$ cat src/rtl/resp_track_block.sv
// resp_track_block: routes one master's requests to N_SLAVE slaves and
// returns the slave responses to the master strictly in request order.
// An in-order FIFO of target slave indices decides which slave may answer
// next; anything else is dropped and latched in err_unexp_o.
// Optional feature macro: RESP_TRACK_PIPE_EN (registered response path,
// one extra cycle of latency; default is a combinational response path).

// Per-slave slice: request decode, grant contribution, head match and
// unexpected-response detection for slave index K.
module resp_track_lane #(
  parameter int ROUT_WIDTH = 3,
  parameter int K          = 0,
  parameter bit SINGLE     = 1'b0
) (
  input  logic                  req,
  input  logic [ROUT_WIDTH-1:0] addr,
  input  logic                  full,
  input  logic [ROUT_WIDTH-1:0] head,
  input  logic                  empty,
  input  logic                  gnt_i,
  input  logic                  valid_i,
  output logic                  req_o,
  output logic                  gnt_hit,
  output logic                  head_sel,
  output logic                  pop_hit,
  output logic                  unexp
);
  logic addr_hit;

  // With a single slave the routing address carries no information.
  generate
    if (SINGLE) begin : g_single
      assign addr_hit = 1'b1;
      assign head_sel = 1'b1;
    end else begin : g_multi
      assign addr_hit = (addr == ROUT_WIDTH'(K));
      assign head_sel = (head == ROUT_WIDTH'(K));
    end
  endgenerate

  assign req_o   = req & addr_hit & ~full;
  assign gnt_hit = req_o & gnt_i;
  // Response checks use the FIFO state before any same-cycle push.
  assign pop_hit = ~empty & head_sel & valid_i;
  assign unexp   = valid_i & (empty | ~head_sel);
endmodule

module resp_track_block #(
  parameter int ID              = 1,
  parameter int ID_WIDTH        = 20,
  parameter int N_SLAVE         = 8,
  parameter int DATA_WIDTH      = 32,
  parameter int MAX_OUTSTANDING = 4,
  localparam int ROUT_WIDTH     = (N_SLAVE > 1) ? $clog2(N_SLAVE) : 1,
  localparam int CNT_WIDTH      = $clog2(MAX_OUTSTANDING + 1)
) (
  input  logic                               clk,
  input  logic                               rst_n,
  input  logic                               data_req_i,
  input  logic [ROUT_WIDTH-1:0]              routing_addr_i,
  output logic                               data_gnt_o,
  output logic [N_SLAVE-1:0]                 data_req_o,
  input  logic [N_SLAVE-1:0]                 data_gnt_i,
  output logic [ID_WIDTH-1:0]                data_ID_o,
  input  logic [N_SLAVE-1:0]                 data_r_valid_i,
  input  logic [N_SLAVE-1:0][DATA_WIDTH-1:0] data_r_rdata_i,
  output logic                               data_r_valid_o,
  output logic [DATA_WIDTH-1:0]              data_r_rdata_o,
  output logic [CNT_WIDTH-1:0]               outstanding_o,
  output logic                               err_unexp_o
);
  localparam int PTR_WIDTH = (MAX_OUTSTANDING > 1) ? $clog2(MAX_OUTSTANDING) : 1;
  localparam logic [PTR_WIDTH-1:0] PTR_LAST = PTR_WIDTH'(MAX_OUTSTANDING - 1);
  localparam logic [CNT_WIDTH-1:0] CNT_FULL = CNT_WIDTH'(MAX_OUTSTANDING);

  logic [ROUT_WIDTH-1:0] fifo_q [MAX_OUTSTANDING];
  logic [PTR_WIDTH-1:0]  wptr_q, rptr_q;
  logic [CNT_WIDTH-1:0]  cnt_q;
  logic                  err_q;

  logic                  full, empty, push, pop;
  logic [ROUT_WIDTH-1:0] head;
  logic [N_SLAVE-1:0]    gnt_hit, head_sel, pop_hit, unexp;
  logic [DATA_WIDTH-1:0] head_data;

  assign full  = (cnt_q == CNT_FULL);
  assign empty = (cnt_q == '0);
  assign head  = fifo_q[rptr_q];

  function automatic logic [PTR_WIDTH-1:0] ptr_inc(input logic [PTR_WIDTH-1:0] p);
    return (p == PTR_LAST) ? '0 : p + PTR_WIDTH'(1);
  endfunction

  // One slice per slave port.
  genvar k;
  generate
    for (k = 0; k < N_SLAVE; k++) begin : g_lane
      resp_track_lane #(
        .ROUT_WIDTH (ROUT_WIDTH),
        .K          (k),
        .SINGLE     (N_SLAVE == 1)
      ) u_lane (
        .req      (data_req_i),
        .addr     (routing_addr_i),
        .full     (full),
        .head     (head),
        .empty    (empty),
        .gnt_i    (data_gnt_i[k]),
        .valid_i  (data_r_valid_i[k]),
        .req_o    (data_req_o[k]),
        .gnt_hit  (gnt_hit[k]),
        .head_sel (head_sel[k]),
        .pop_hit  (pop_hit[k]),
        .unexp    (unexp[k])
      );
    end
  endgenerate

  // Out-of-range addresses match no lane, so they get neither request nor grant.
  assign data_gnt_o  = |gnt_hit;
  assign push        = data_req_i & data_gnt_o;
  assign pop         = |pop_hit;
  assign data_ID_o   = ID_WIDTH'(1) << ID;
  assign outstanding_o = cnt_q;
  assign err_unexp_o   = err_q;

  // Head-slave data select; head_sel is one-hot so an OR-reduce suffices.
  always_comb begin
    head_data = '0;
    for (int i = 0; i < N_SLAVE; i++)
      if (head_sel[i]) head_data = head_data | data_r_rdata_i[i];
  end

  // Tracking FIFO storage; contents are only meaningful below cnt_q.
  always_ff @(posedge clk) begin
    if (push) fifo_q[wptr_q] <= routing_addr_i;
  end

  // Pointers, outstanding count and sticky error flag.
  always_ff @(posedge clk or negedge rst_n) begin
    if (!rst_n) begin
      wptr_q <= '0;
      rptr_q <= '0;
      cnt_q  <= '0;
      err_q  <= 1'b0;
    end else begin
      if (push) wptr_q <= ptr_inc(wptr_q);
      if (pop)  rptr_q <= ptr_inc(rptr_q);
      case ({push, pop})
        2'b10:   cnt_q <= cnt_q + CNT_WIDTH'(1);
        2'b01:   cnt_q <= cnt_q - CNT_WIDTH'(1);
        default: cnt_q <= cnt_q;
      endcase
      if (|unexp) err_q <= 1'b1;
    end
  end

`ifdef RESP_TRACK_PIPE_EN
  logic [1:0]            vld_pipe;
  logic [DATA_WIDTH-1:0] rdata_q;

  assign vld_pipe[0] = pop;

  // Registered response path: one cycle behind the pop.
  always_ff @(posedge clk or negedge rst_n) begin
    if (!rst_n) begin
      vld_pipe[1] <= 1'b0;
      rdata_q     <= '0;
    end else begin
      vld_pipe[1] <= vld_pipe[0];
      if (pop) rdata_q <= head_data;
    end
  end

  assign data_r_valid_o = vld_pipe[1];
  assign data_r_rdata_o = rdata_q;
`else
  // Combinational path: the head mux is visible whenever something is
  // outstanding, and reads as zero while the FIFO is empty (incl. reset).
  assign data_r_valid_o = pop;
  assign data_r_rdata_o = empty ? '0 : head_data;
`endif

  // Structural invariants of the tracker.
  a_cnt_bound: assert property (@(posedge clk) disable iff (!rst_n) cnt_q <= CNT_FULL);
  a_no_pop_empty: assert property (@(posedge clk) disable iff (!rst_n) !(pop && empty));
  a_req_onehot: assert property (@(posedge clk) disable iff (!rst_n) $onehot0(data_req_o));
  a_no_push_full: assert property (@(posedge clk) disable iff (!rst_n) !(push && full));
endmodule

$ cat config.mk
export PLATFORM = sky130hd
export DESIGN_NAME = resp_track_block
export DESIGN_NICKNAME = d
export VERILOG_FILES = /design/src/rtl/resp_track_block.sv
export SDC_FILE = /design/constraint.sdc
export NUM_CORES = 1
export LEC_CHECK = 0
export BUFFER_PORTS_ARGS = -buffer_cell sky130_fd_sc_hd__buf_2
export CELL_PAD_IN_SITES_DETAIL_PLACEMENT = 0
export CELL_PAD_IN_SITES_GLOBAL_PLACEMENT = 1
export CORE_AREA = 2 2 134 136
export CTS_CLUSTER_SIZE = 8
export DETAILED_ROUTE_END_ITERATION = 10
export DIE_AREA = 0 0 136 138
export PLACE_DENSITY = 0.72
export SYNTH_ARGS = -nofsm -noshare
export SYNTH_HDL_FRONTEND = slang
export SYNTH_SLANG_ARGS = --single-unit
$ cat constraint.sdc
create_clock -name clk -period 4.94 [get_ports clk]
set_input_delay 0.741 -clock clk [delete_from_list [all_inputs] [get_ports clk]]
set_output_delay 0.741 -clock clk [all_outputs]
set_load 0.005 [all_outputs]
# After elaboration in Yosys (flattened, before gate mapping)
# Memory sizes are Yosys's and may differ from the RTL's.
# Cells that the tools add are included.
# op_classes
add_sub_neg	4
eq_ne	19
n_mux	14
bitwise_logic	74
reduce_logical	7
# ops
operator	n
$mux W32	9
$or A32 B32 Y32	7
$and A1 B1 Y1	49
$eq A3 B3 Y1 const B	9
$reduce_or A8 Y1	3
$eq A3 B2 Y1 const B	4
$not A1 Y1	10
$logic_not A3 Y1	3
$or A1 B1 Y1	8
$eq A2 B2 Y1 const B	3
$eq A3 B1 Y1 const B	2
$pmux W3 S2	1
$add A2 B1 Y2 const B	2
$mux W2	2
$add A3 B1 Y3 const B	1
$sub A3 B1 Y3 const B	1
$eq A2 B1 Y1 const B	1
$mux W1	2
$reduce_bool A2 Y1	1
# word_totals
register_bits	8
ramBits	12
input_bits	278
elab_cells	123
n_memories	1
# mem_list
name	words	width	read_ports	rd_ports_with_merged_regs	write_ports	line	text
fifo_q	4	3	1	0	1	76	logic [ROUT_WIDTH-1:0] fifo_q [MAX_OUTSTANDING];

# Longest topological paths before layout
# Gate-level depths: netlist (run 1).
# An unclocked memory read counts as a cell.
# depth
word_depth	18
ltp_mapped	13

# By module
# A second synthesis (run 1) with hierarchy kept.
# unflattened
hier_cells	335
hier_area_um2	2980.4
# modules_own_cells
module	n_inst	cells_per_inst	area_per_inst_um2	seq_area_each_um2
resp_track_block	1	273	2464.9	560.5
resp_track_lane (g_lane[5].u_lane ...)	2	9	75.1	0.0
resp_track_lane (g_lane[1].u_lane ...)	2	7	55.1	0.0
resp_track_lane (g_lane[3].u_lane)	1	7	83.8	0.0
resp_track_lane (g_lane[0].u_lane)	1	8	60.1	0.0
resp_track_lane (g_lane[7].u_lane)	1	7	56.3	0.0
resp_track_lane (g_lane[4].u_lane)	1	8	55.1	0.0

# Least setup slack after synthesis (run 1)
# No wires, ideal clock.
# synth_path
path_type	register to register
from	register rptr_q[0]
to	register cnt_q[2], in the netlist outstanding_o[2]
t_arrival_ns	2.955
t_required_ns	4.861
path_slack_ns	1.906
stages_incl_launch_ff	14
synth_period_minus_slack_ns	3.034
cell_sequence	dfrtp_1 buf_2 mux4_2 buf_6 mux2i_1 a2111oi_0 nor4b_2 inv_1 ha_1 inv_1 fa_1 xor2_1 nor2_1 xor2_1
# synth_between
elab_chain_len	7
elab_cells_between_ends	30
classes_between	9 x eq/ne; 1 x mux; 16 x bitwise; 3 x reduce/logical; 1 x memory
# synth_lines
item	line	text
start, declared	77	logic [PTR_WIDTH-1:0] wptr_q, rptr_q;
start signal, assigned	148	if (pop) rptr_q <= ptr_inc(rptr_q);
$mem_v2 Z4 W3 (*)	n/a	
$eq A3 B1 Y1, or another cell as far along	37	assign head_sel = (head == ROUT_WIDTH'(K));
$and A1 B1 Y1 (2 in series)	44	assign pop_hit = ~empty & head_sel & valid_i;
$reduce_or A8 Y1 (*)	122	assign pop = |pop_hit;
net data_r_valid_o	67	output logic data_r_valid_o,
$eq A2 B1 Y1 or $eq A2 B2 Y1 (tied branches)	149	case ({push, pop})
$pmux W3 S2 or $reduce_bool A2 Y1 (tied branches)	n/a	
end signal, assigned	150	2'b10: cnt_q <= cnt_q + CNT_WIDTH'(1);
end signal, assigned	151	2'b01: cnt_q <= cnt_q - CNT_WIDTH'(1);
end signal, assigned	152	default: cnt_q <= cnt_q;
end, declared	78	logic [CNT_WIDTH-1:0] cnt_q;
# The timed path passes the listed nets; every way through them passes the cells marked *.
# A chain may end at the register's enable or synchronous reset.

# Final worst setup path (run 1)
# layout_path
from	register rptr_q[0]
to	output data_r_rdata_o[0]
# layout_between
elab_chain_len	18
elab_cells_between_ends	25
classes_between	7 x eq/ne; 9 x mux; 7 x bitwise; 1 x reduce/logical; 1 x memory
# layout_lines
item	line	text
$mem_v2 Z4 W3 (*)	n/a	
$logic_not A3 Y1	37	
$mux W32	131	if (head_sel[i]) head_data = head_data | data_r_rdata_i[i];
$or A32 B32 Y32	131	
$mux W32	131	
$or A32 B32 Y32	131	
$mux W32	131	
$or A32 B32 Y32	131	
[... 2 more ...]	n/a	
$mux W32	131	
$or A32 B32 Y32	131	
$mux W32	131	
$or A32 B32 Y32	131	
$mux W32	131	
$or A32 B32 Y32	131	
$mux W32 (*)	131	
$mux W32 (*)	181	assign data_r_rdata_o = empty ? '0 : head_data;
end, declared	68	output logic [DATA_WIDTH-1:0] data_r_rdata_o,
# Mark *: on every way between the ends. The rest lies on a longest branch, timed or not.

==> results of run 1 <==
state kept, by name, indices dropped and copies added, names as in the netlist:
name and flops:
fifo_q 12, outstanding_o 3, rptr_q 2, wptr_q 2, err_unexp_o 1
kinds of logic (layout without fill, tap and decap cells):
family	count (synthesis)	in the layout	share of synthesized area (%)
mux	81	81	49.7
xor+xnor	3	3	0.767
fa+ha+maj	7	7	2.77
flops	20	20	16.4
simple gates	53	53	8.29
compound gates	46	46	11.1
buf+inv	62	337	10.8
other cells	2	28	0.219
critical path: stages, from the launching register on:
cell and delay [ns]:
dfrtp_1 0.67, mux4_4 1.09, buf_12 0.33, mux4_2 0.51, a22o_1 0.22, buf_2 0.14
how the worst max path moves through the flow:
| stage | to | slack, ns | cells after the start |
|---|---|---|---|
| 2_1_floorplan | outstanding_o[2] | 1.91 | 13 |
| 3_3_place_gp | outstanding_o[2] | 1.13 | 11 |
| 3_5_place_dp | outstanding_o[2] | 1.04 | 11 |
| 4_1_cts | data_r_rdata_o[0] | 0.88 | 5 |
| 5_1_grt | data_r_rdata_o[0] | 0.72 | 5 |
| 6_report | data_r_rdata_o[0] | 0.91 | 5 |
layer usage:
layer | wire (um) | up-vias | share of wire (%) | global-route usage (%)
met5 | 23 | - | 0.15 | 0
met4 | 247 | 4 | 1.6 | 3.78
met3 | 1380 | 24 | 8.9 | 3.52
met2 | 7910 | 190 | 51 | 27.0
met1 | 5910 | 1837 | 38 | 18.0
li1 | - | 1688 | - | -
stage by stage:
step / hold slack, ns / setup slack (ns) / total power, uW / std cells
floorplan: 0.445 / 1.91 / 1900 / 292
global placement: 0.511 / 1.13 / 2550 / 792
detailed placement: 0.518 / 1.04 / 2560 / 792
CTS: 0.333 / 0.883 / 2740 / 796
global route: 0.336 / 0.715 / 2900 / 801
finish: 0.329 / 0.913 / 2700 / 804
cell type report:
class | instances | area (um2) | share of cell area [%]
Clock buffer | 4 | 78.8 | 1.52
Inverter | 8 | 30.0 | 0.578
Antenna cell | 8 | 20.0 | 0.385
Multi-Input combinational cell | 210 | 2580 | 49.6
Timing Repair Buffer | 325 | 1640 | 31.6
Sequential cell | 20 | 561 | 10.8
Tap cell | 229 | 287 | 5.51
cell usage after synthesis, types with 2 or more instances:
library cell	number
a2111oi_0	2
a22o_1	32
and2_1	5
and3b_1	2
buf_2	4
buf_4	33
clkbuf_1	14
conb_1	2
dfrtp_1	8
edfxtp_1	12
ha_1	6
inv_1	8
mux2_1	2
mux2_2	3
mux2i_1	5
mux4_2	71
nand2_1	2
nand2b_1	6
nand3_1	4
nand4_1	2
nor2_1	20
nor2b_1	3
nor3_1	4
o21ai_0	4
xor2_1	2
power by group through the flow:
stage,Combinational [uW],Sequential (uW),Clock (uW)
finish,2240,294,163
global route,2420,305,176
CTS,2270,294,168
detailed placement,2260,297,0
global placement,2250,296,0
floorplan,1640,258,0
==> impl_metrics.tcl, run 1 <==
set metrics [dict create \
    outcome "finished, final reports clean" \
    grt.total_usage_pct 15.1 \
    worstPathArrival_ns 3.29 \
    insertion_delay_ns 0.25 \
    placed_cell_area_um2 5100 \
    setup_viol 0 \
    cp-start-kind "flop" \
    cts_setup_buffers 0 \
    grt_pass1_vias 3770 \
    pwr-share-comb_pct 83.1 \
    nets 853 \
    skew_ns 0.00118 \
    grt_max_degree 69 \
    min_path_type "in2async" \
    die_h_um 138 \
    cts_hold_buf 0 \
    htree_levels 1 \
    clk_pin_slew_ns 0.05 \
    port_buffers 323 \
    drive_gt1_share_pct 71.4 \
    pwr-share-clk_pct 6.0 \
    max_slew.worst_pin.slew_ns 0.934 \
    io_pins 344 \
    fill_cells 1897 \
    hold_viol 0 \
    syn_inst 274 \
    drc 0 \
    critical_path_class "reg2out" \
    start_util_pct 19.6 \
    tns_ns 0 \
    r2r_cells 11 \
    synthArstFlopShare_pct 40.0 \
    worst-path-max-fanout 41 \
    netSwitchingPower_uw 1150 \
    synth.cell_area_um2 3430 \
    cts_made_buffers 3 \
    clock.fmax_mhz 248 \
    yosysSeqAreaShare_pct 16.4 \
    vias 3743 \
    grt_pass1_wl_um 21900 \
    area_growth_pct 51.6 \
    critPathCaptureType "output port" \
    drtAntennaViolNets 0 \
    synth-seq-cells 20 \
    crit_path_start "rptr_q[0]" \
    drt_iter0_drc 182 \
    layout_commonest_cell "buf_2" \
    totalWireLength_um 15500 \
    max-slew-margin-rel_pct 37.7 \
    cellPowerDensity_nw_per_um2 519 \
    timing.rr.start "rptr_q[0]" \
    leakage_uw 0.00248 \
    r2r_setup_slack_ns 1.10 \
    syn_area_per_cell_um2 12.5 \
    seqPwrFrac_pct 10.9 \
    p_int_uw 1550 \
    final_cell_mix "buf_2, mux4_2, a22o_1" \
    maxCapViolCount 0 \
    coreArea_um2 17500 \
    rsz0062_at_grt "no" \
    synth.distinct_cells 43 \
    dp.final_hpwl_um 13000 \
    final_area_um2 5200 \
    firstDrtPassIters 4 \
    ys_warn_count 0 \
    numClockSinks 20 \
    reg2reg_to "outstanding_o[2]" \
    slew_violations 0 \
    rows 49 \
    critPathRequiredTime_ns 4.20 \
    synth_top_area_share_pct 46.6 \
    die-area_um2 18800 \
    cts_tree "built" \
    clock_path_buffers 2 \
    overflow 0 \
    die_x_um 136 \
    synth_top_cell_by_area "mux4_2" \
    ys_dominant_reg_cell "edfxtp_1" \
    fin_util_pct 29.6 \
    fin_crit_sh_pct 81.5 \
    synth_edf_count 12 \
    gp_congestion 0.809 \
    peakVddDrop_v 0.000400 \
    cts_root_buf "clkbuf_16" \
    switching_share_pct 42.6 \
    antenna_found_initial 11 \
    ctsResizeCount 0 \
    routedWlPerCell_um 19.2 \
    layout_min_cycle_time_ns 4.03 \
    vias_per_cell 4.66 \
    synthTopCellsByArea "mux4_2, edfxtp_1, a22o_1, buf_4, dfrtp_1" \
]
Power figures use the tool's default switching activity.
==> run 2, diff against run 1 <==
- ABC_AREA: not set -> 1
- CORE_AREA: 2 2 134 136 -> not set
- CORE_ASPECT_RATIO: not set -> 0.5
- CORE_MARGIN: not set -> 2
- CORE_UTILIZATION: not set -> 22
- DIE_AREA: 0 0 136 138 -> not set
- PLACE_DENSITY: 0.72 -> 0.88
- clock period: 4.94 -> 4.15 ns (I/O delays scaled with it)
==> impl_metrics.tcl, run 2 <==
set metrics [dict create \
    outcome "finished, final reports clean" \
    synth-seq-cells 20 \
    skew_ns 0.00713 \
    vias_per_cell 4.28 \
    synthTopCellsByCount "nand2_1, nor2_1, a21oi_1" \
    crit_slowest_cell "dfrtp_1" \
    gp_congestion 0.996 \
    maxCapViolCount 0 \
    ys_warn_count 0 \
    final_cell_mix "nand2_1, buf_2, nor2_1" \
    multi_input_area_um2 2700 \
    grt_max_degree 34 \
    synthArstFlopShare_pct 40.0 \
    htree_levels 1 \
    setup_viol 0 \
    firstDrtPassIters 5 \
    cts_made_buffers 3 \
    fill_cells 1882 \
    synth_top_area_share_pct 46.3 \
    synth.most_common_cell "nand2_1" \
    grt.total_usage_pct 16.9 \
    critPathCaptureType "output port" \
    synth.distinct_cells 25 \
    numClockSinks 20 \
    die-area_um2 17700 \
    clk_pin_slew_ns 0.06 \
    seqPwrFrac_pct 8.5 \
    max_slew.worst_pin.slew_ns 0.890 \
    totalWireLength_um 16600 \
    slew_violations 0 \
    worstPathArrival_ns 2.78 \
    cts_setup_buffers 0 \
    insertion_delay_ns 0.25 \
    layout_commonest_cell "nand2_1" \
    rsz0062_at_grt "no" \
    synth_top_cell_by_area "nand2_1" \
    grt_pass1_wl_um 23600 \
    netSwitchingPower_uw 2120 \
    path_common_cell "nand2_1" \
    switching_share_pct 57.1 \
    cpPeakStageDelay_ns 0.52 \
    drive_gt1_share_pct 34.5 \
    worst-path-max-fanout 19 \
    drtAntennaViolNets 0 \
    peakVddDrop_v 0.000432 \
    routedWlPerCell_um 13.2 \
    fin_crit_sh_pct 82.0 \
    rows 33 \
    overflow 0 \
    synth_edf_count 12 \
    cts_hold_buf 0 \
    layout_min_cycle_time_ns 3.41 \
    die_x_um 186 \
    start_util_pct 22.4 \
    antenna_found_initial 0 \
    largest_register_ff_count 12 \
    max-slew-margin-rel_pct 40.6 \
    leakage_uw 0.00336 \
    drt_iter0_drc 370 \
    synthTopCellsByArea "nand2_1, edfxtp_1, nor2_1, buf_4, dfrtp_1" \
    die_h_um 95.0 \
    p_int_uw 1590 \
    yosysSeqAreaShare_pct 15.4 \
    drc 0 \
    port_buffers 323 \
    cellPowerDensity_nw_per_um2 682 \
    ctsResizeCount 0 \
    coreArea_um2 16300 \
    dp.final_hpwl_um 13600 \
    ys_dominant_reg_cell "edfxtp_1" \
    cts_root_buf "clkbuf_16" \
    pwr-share-clk_pct 5.2 \
    n_antenna_cell 0 \
    cp-start-kind "flop" \
    fin_util_pct 33.3 \
    finalPower_uw 3710 \
    clock.fmax_mhz 294 \
    io_pins 344 \
    syn_inst 726 \
    critPathRequiredTime_ns 3.53 \
    syn_area_per_cell_um2 5.02 \
    grt_pass1_vias 4820 \
    nets 1313 \
    hold_viol 0 \
    min_path_type "in2async" \
    top_register "fifo_q" \
    area_growth_pct 49.0 \
    worstPathCellList "inv_2, nand2_1, nand3_1, nand2_4, inv_4, nor3_4, buf_4, nand2_1, nand2_1, nor2_1, a21oi_1, buf_2" \
    vias 5372 \
    clock_path_buffers 2 \
    pwr-share-comb_pct 86.2 \
    tns_ns 0 \
    regArea_um2 561 \
    synth.cell_area_um2 3650 \
    cts_tree "built" \
    critical_path_class "reg2out" \
]
-- run 2: cell count changes in the layout (fill, tap and decap cells not counted), sizes merged, moves of 8 or more --
cell / previous run / this run
a21oi: 1 / 34
buf: 325 / 336
mux4: 71 / 0
diode: 8 / 0
nand3: 4 / 16
nand2: 2 / 454
inv: 8 / 25
nor2: 20 / 87
a22o: 32 / 0
-- run 2: path summary, 6_finish.rpt --
kind	cells after the start	slack, ns	end	from
worst max-delay path	12	0.74	data_r_rdata_o[8]	rptr_q[0]
worst min-delay path	1	0.21	wptr_q[0]	rst_n
worst max register to register	16	0.98	outstanding_o[2]	rptr_q[0]
worst min register to register	2	0.48	err_unexp_o	err_unexp_o
max in group asynchronous	1	3.77	rptr_q[0]	rst_n
min in group clk	2	0.48	err_unexp_o	err_unexp_o
-- run 2: area by class of cell --
type | instances | share of cell area, %
flip-flops and latches | 20 | 10.3
inverters | 25 | 1.77
repair buffers | 336 | 31.6
clock inverters | 1 | 0.0691
well taps | 227 | 5.23
clock buffers | 3 | 1.38
multi-input cells | 642 | 49.7
-- run 2: layer usage --
metal / wire length [um] / vias to the layer above / track usage [%] / part of all wire (%)
met3: 1370 / 18 / 2.83 / 8.3
li1: - / 2777 / - / -
met4: 142 / 0 / 2.69 / 0.86
met5: 0 / - / 0 / 0
met1: 7020 / 2349 / 22.1 / 42
met2: 8030 / 228 / 30.0 / 48
-- run 2: critical path, delay by kind of cell, from the launching register on --
kind / cells / cell delay [ns]
flip-flops: 1 / 0.52
AND/OR/NAND/NOR: 7 / 1.09
AO/OA/AOI/OAI: 1 / 0.15
buffers and inverters: 4 / 0.76
-- run 2: logic make-up after synthesis --
family | after synthesis | share of synthesized area (%)
and+or+nand+nor | 576 | 63.8
AOI/OAI and AO/OA | 37 | 5.08
xor gates and xnor gates | 2 | 0.481
adders and majority gates | 7 | 2.61
buffers and inverters | 82 | 12.5
DFF | 20 | 15.4
other | 2 | 0.206
-- run 2: power groups by stage --
stage,combinational (uW),clock [uW],sequential [uW]
after CTS,3190,196,317
final,3190,194,316
after global placement,3170,0,318
after floorplan,2060,0,301
after global routing,3590,203,327
after detailed placement,3180,0,319
-- run 2: per-stage QoR --
step	worst slack [ns]	cells	hold WS, ns	area, um2
final	0.745	1254	0.207	5430
after global routing	0.397	1254	0.219	5430
after CTS	0.709	1254	0.213	5430
after detailed placement	0.927	1250	0.478	5350
after global placement	1.03	1250	0.475	5350
after floorplan	1.65	744	0.327	3710
==> run 3, diff against run 2 <==
- clock period: 4.15 -> 3.4 ns (I/O delays scaled with it)
==> impl_metrics.tcl, run 3 (synthesis results as in run 2) <==
set metrics [dict create \
    outcome "finished, final reports clean" \
    seqPwrFrac_pct 8.4 \
    start_util_pct 22.4 \
    worst-path-max-fanout 19 \
    layout_commonest_cell "nand2_1" \
    htree_levels 1 \
    cts_setup_buffers 0 \
    vias 5389 \
    max-slew-margin-rel_pct 58.2 \
    grt.total_usage_pct 17.2 \
    nets 1317 \
    slew_violations 0 \
    firstDrtPassIters 5 \
    clock_path_buffers 2 \
    layout_min_cycle_time_ns 2.94 \
    top_register "fifo_q" \
    pwr-share-comb_pct 86.5 \
    dp.final_hpwl_um 13700 \
    antenna_found_initial 0 \
    drc 0 \
    fin_crit_sh_pct 86.4 \
    die_x_um 186 \
    ctsResizeCount 0 \
    drive_gt1_share_pct 34.7 \
    insertion_delay_ns 0.25 \
    io_pins 344 \
    overflow 0 \
    largest_register_ff_count 12 \
    drtAntennaViolNets 0 \
    die_h_um 95.0 \
    max_slew.worst_pin.slew_ns 0.625 \
    numClockSinks 20 \
    n_antenna_cell 0 \
    final_cell_mix "nand2_1, buf_2, nor2_1" \
    routedWlPerCell_um 13.2 \
    grtUsageMet3_pct 1.87 \
    cts_made_buffers 3 \
    coreArea_um2 16300 \
    area_growth_pct 49.8 \
    gp_congestion 1.01 \
    tns_ns 0 \
    clock.fmax_mhz 340 \
    leakage_uw 0.00338 \
    switching_share_pct 57.1 \
    die-area_um2 17700 \
    dp_slack_ns 0.589 \
    pwr-share-clk_pct 5.1 \
    vias_per_cell 4.28 \
    drt_iter0_drc 258 \
    peakVddDrop_v 0.000725 \
    cts_hold_buf 0 \
    port_buffers 323 \
    p_int_uw 1970 \
    clk_pin_slew_ns 0.05 \
    maxCapViolCount 0 \
    use_met2_pct 30.8 \
    grt_max_degree 34 \
    finalPower_uw 4590 \
    grt_pass1_wl_um 24200 \
    critPathCaptureType "output port" \
    rsz0062_at_grt "no" \
    cts_root_buf "clkbuf_16" \
    netSwitchingPower_uw 2620 \
    hold_viol 0 \
    cellPowerDensity_nw_per_um2 840 \
    setup_ws_ns 0.463 \
    setup_viol 0 \
    worstPathArrival_ns 2.43 \
    cts_tree "built" \
    critical_path_class "reg2out" \
    grt_pass1_vias 5013 \
    grt.met1_usage_pct 22.8 \
    critPathRequiredTime_ns 2.89 \
    fill_cells 1846 \
    grt_busiest_layer "met2" \
    cp-start-kind "flop" \
    skew_ns 0.00272 \
    min_path_type "in2async" \
    rows 33 \
    totalWireLength_um 16600 \
]
## run 3: worst paths after layout
check	start	end	slack, ns	depth (start not counted)
max	rptr_q[0]	data_r_rdata_o[2]	0.46	12
min reg2reg	err_unexp_o	err_unexp_o	0.51	2
max reg2reg	rptr_q[0]	outstanding_o[2]	0.59	16
max in group asynchronous	rst_n	err_unexp_o	3.15	1
min	rst_n	outstanding_o[0]	0.09	1
min in group clk	err_unexp_o	err_unexp_o	0.51	2
## run 3: power by group through the flow
stage                     registers, uW  logic (uW)  clock network, uW
after detailed placement            390        3930                  0
after CTS                           386        3950                239
final                               385        3970                232
after global placement              384        3910                  0
after global routing                397        4470                251
after floorplan                     368        2510                  0
## run 3: final cells by class
| class | instances | area (um2) | area share, % |
|---|---|---|---|
| clock inverters | 1 | 3.75 | 0.0687 |
| inverters | 25 | 96.3 | 1.76 |
| flip-flops and latches | 20 | 561 | 10.3 |
| clock buffers | 3 | 75.1 | 1.37 |
| repair buffers | 340 | 1740 | 31.9 |
| multi-input cells | 642 | 2700 | 49.4 |
| well taps | 227 | 284 | 5.20 |
## run 3: worst max-delay path, stage by stage, from the launching register on
cell     delay (ns)
dfrtp_1        0.53
inv_2          0.12
nand2_1        0.08
nand3_1        0.11
nand2_4        0.20
inv_4          0.11
nor3_4         0.15
buf_4          0.29
nand2_1        0.14
nand2_1        0.08
nor2_1         0.04
a21oi_1        0.17
buf_2          0.14
## run 3: layer usage
layer | routed length [um] | share of wire, %
met1 | 6950 | 42
met2 | 8160 | 49
met3 | 1360 | 8.2
met4 | 95 | 0.57
met5 | 0 | 0
## run 3: through the flow
stage | util, % | hold slack [ns] | instances | cell area (um2)
finish | 33.5 | 0.0915 | 1258 | 5460
global route | 33.5 | 0.104 | 1258 | 5460
CTS | 33.5 | 0.0952 | 1258 | 5460
detailed placement | 33.0 | 0.359 | 1254 | 5380
global placement | 33.0 | 0.359 | 1254 | 5380
floorplan | - | 0.214 | 744 | 3710
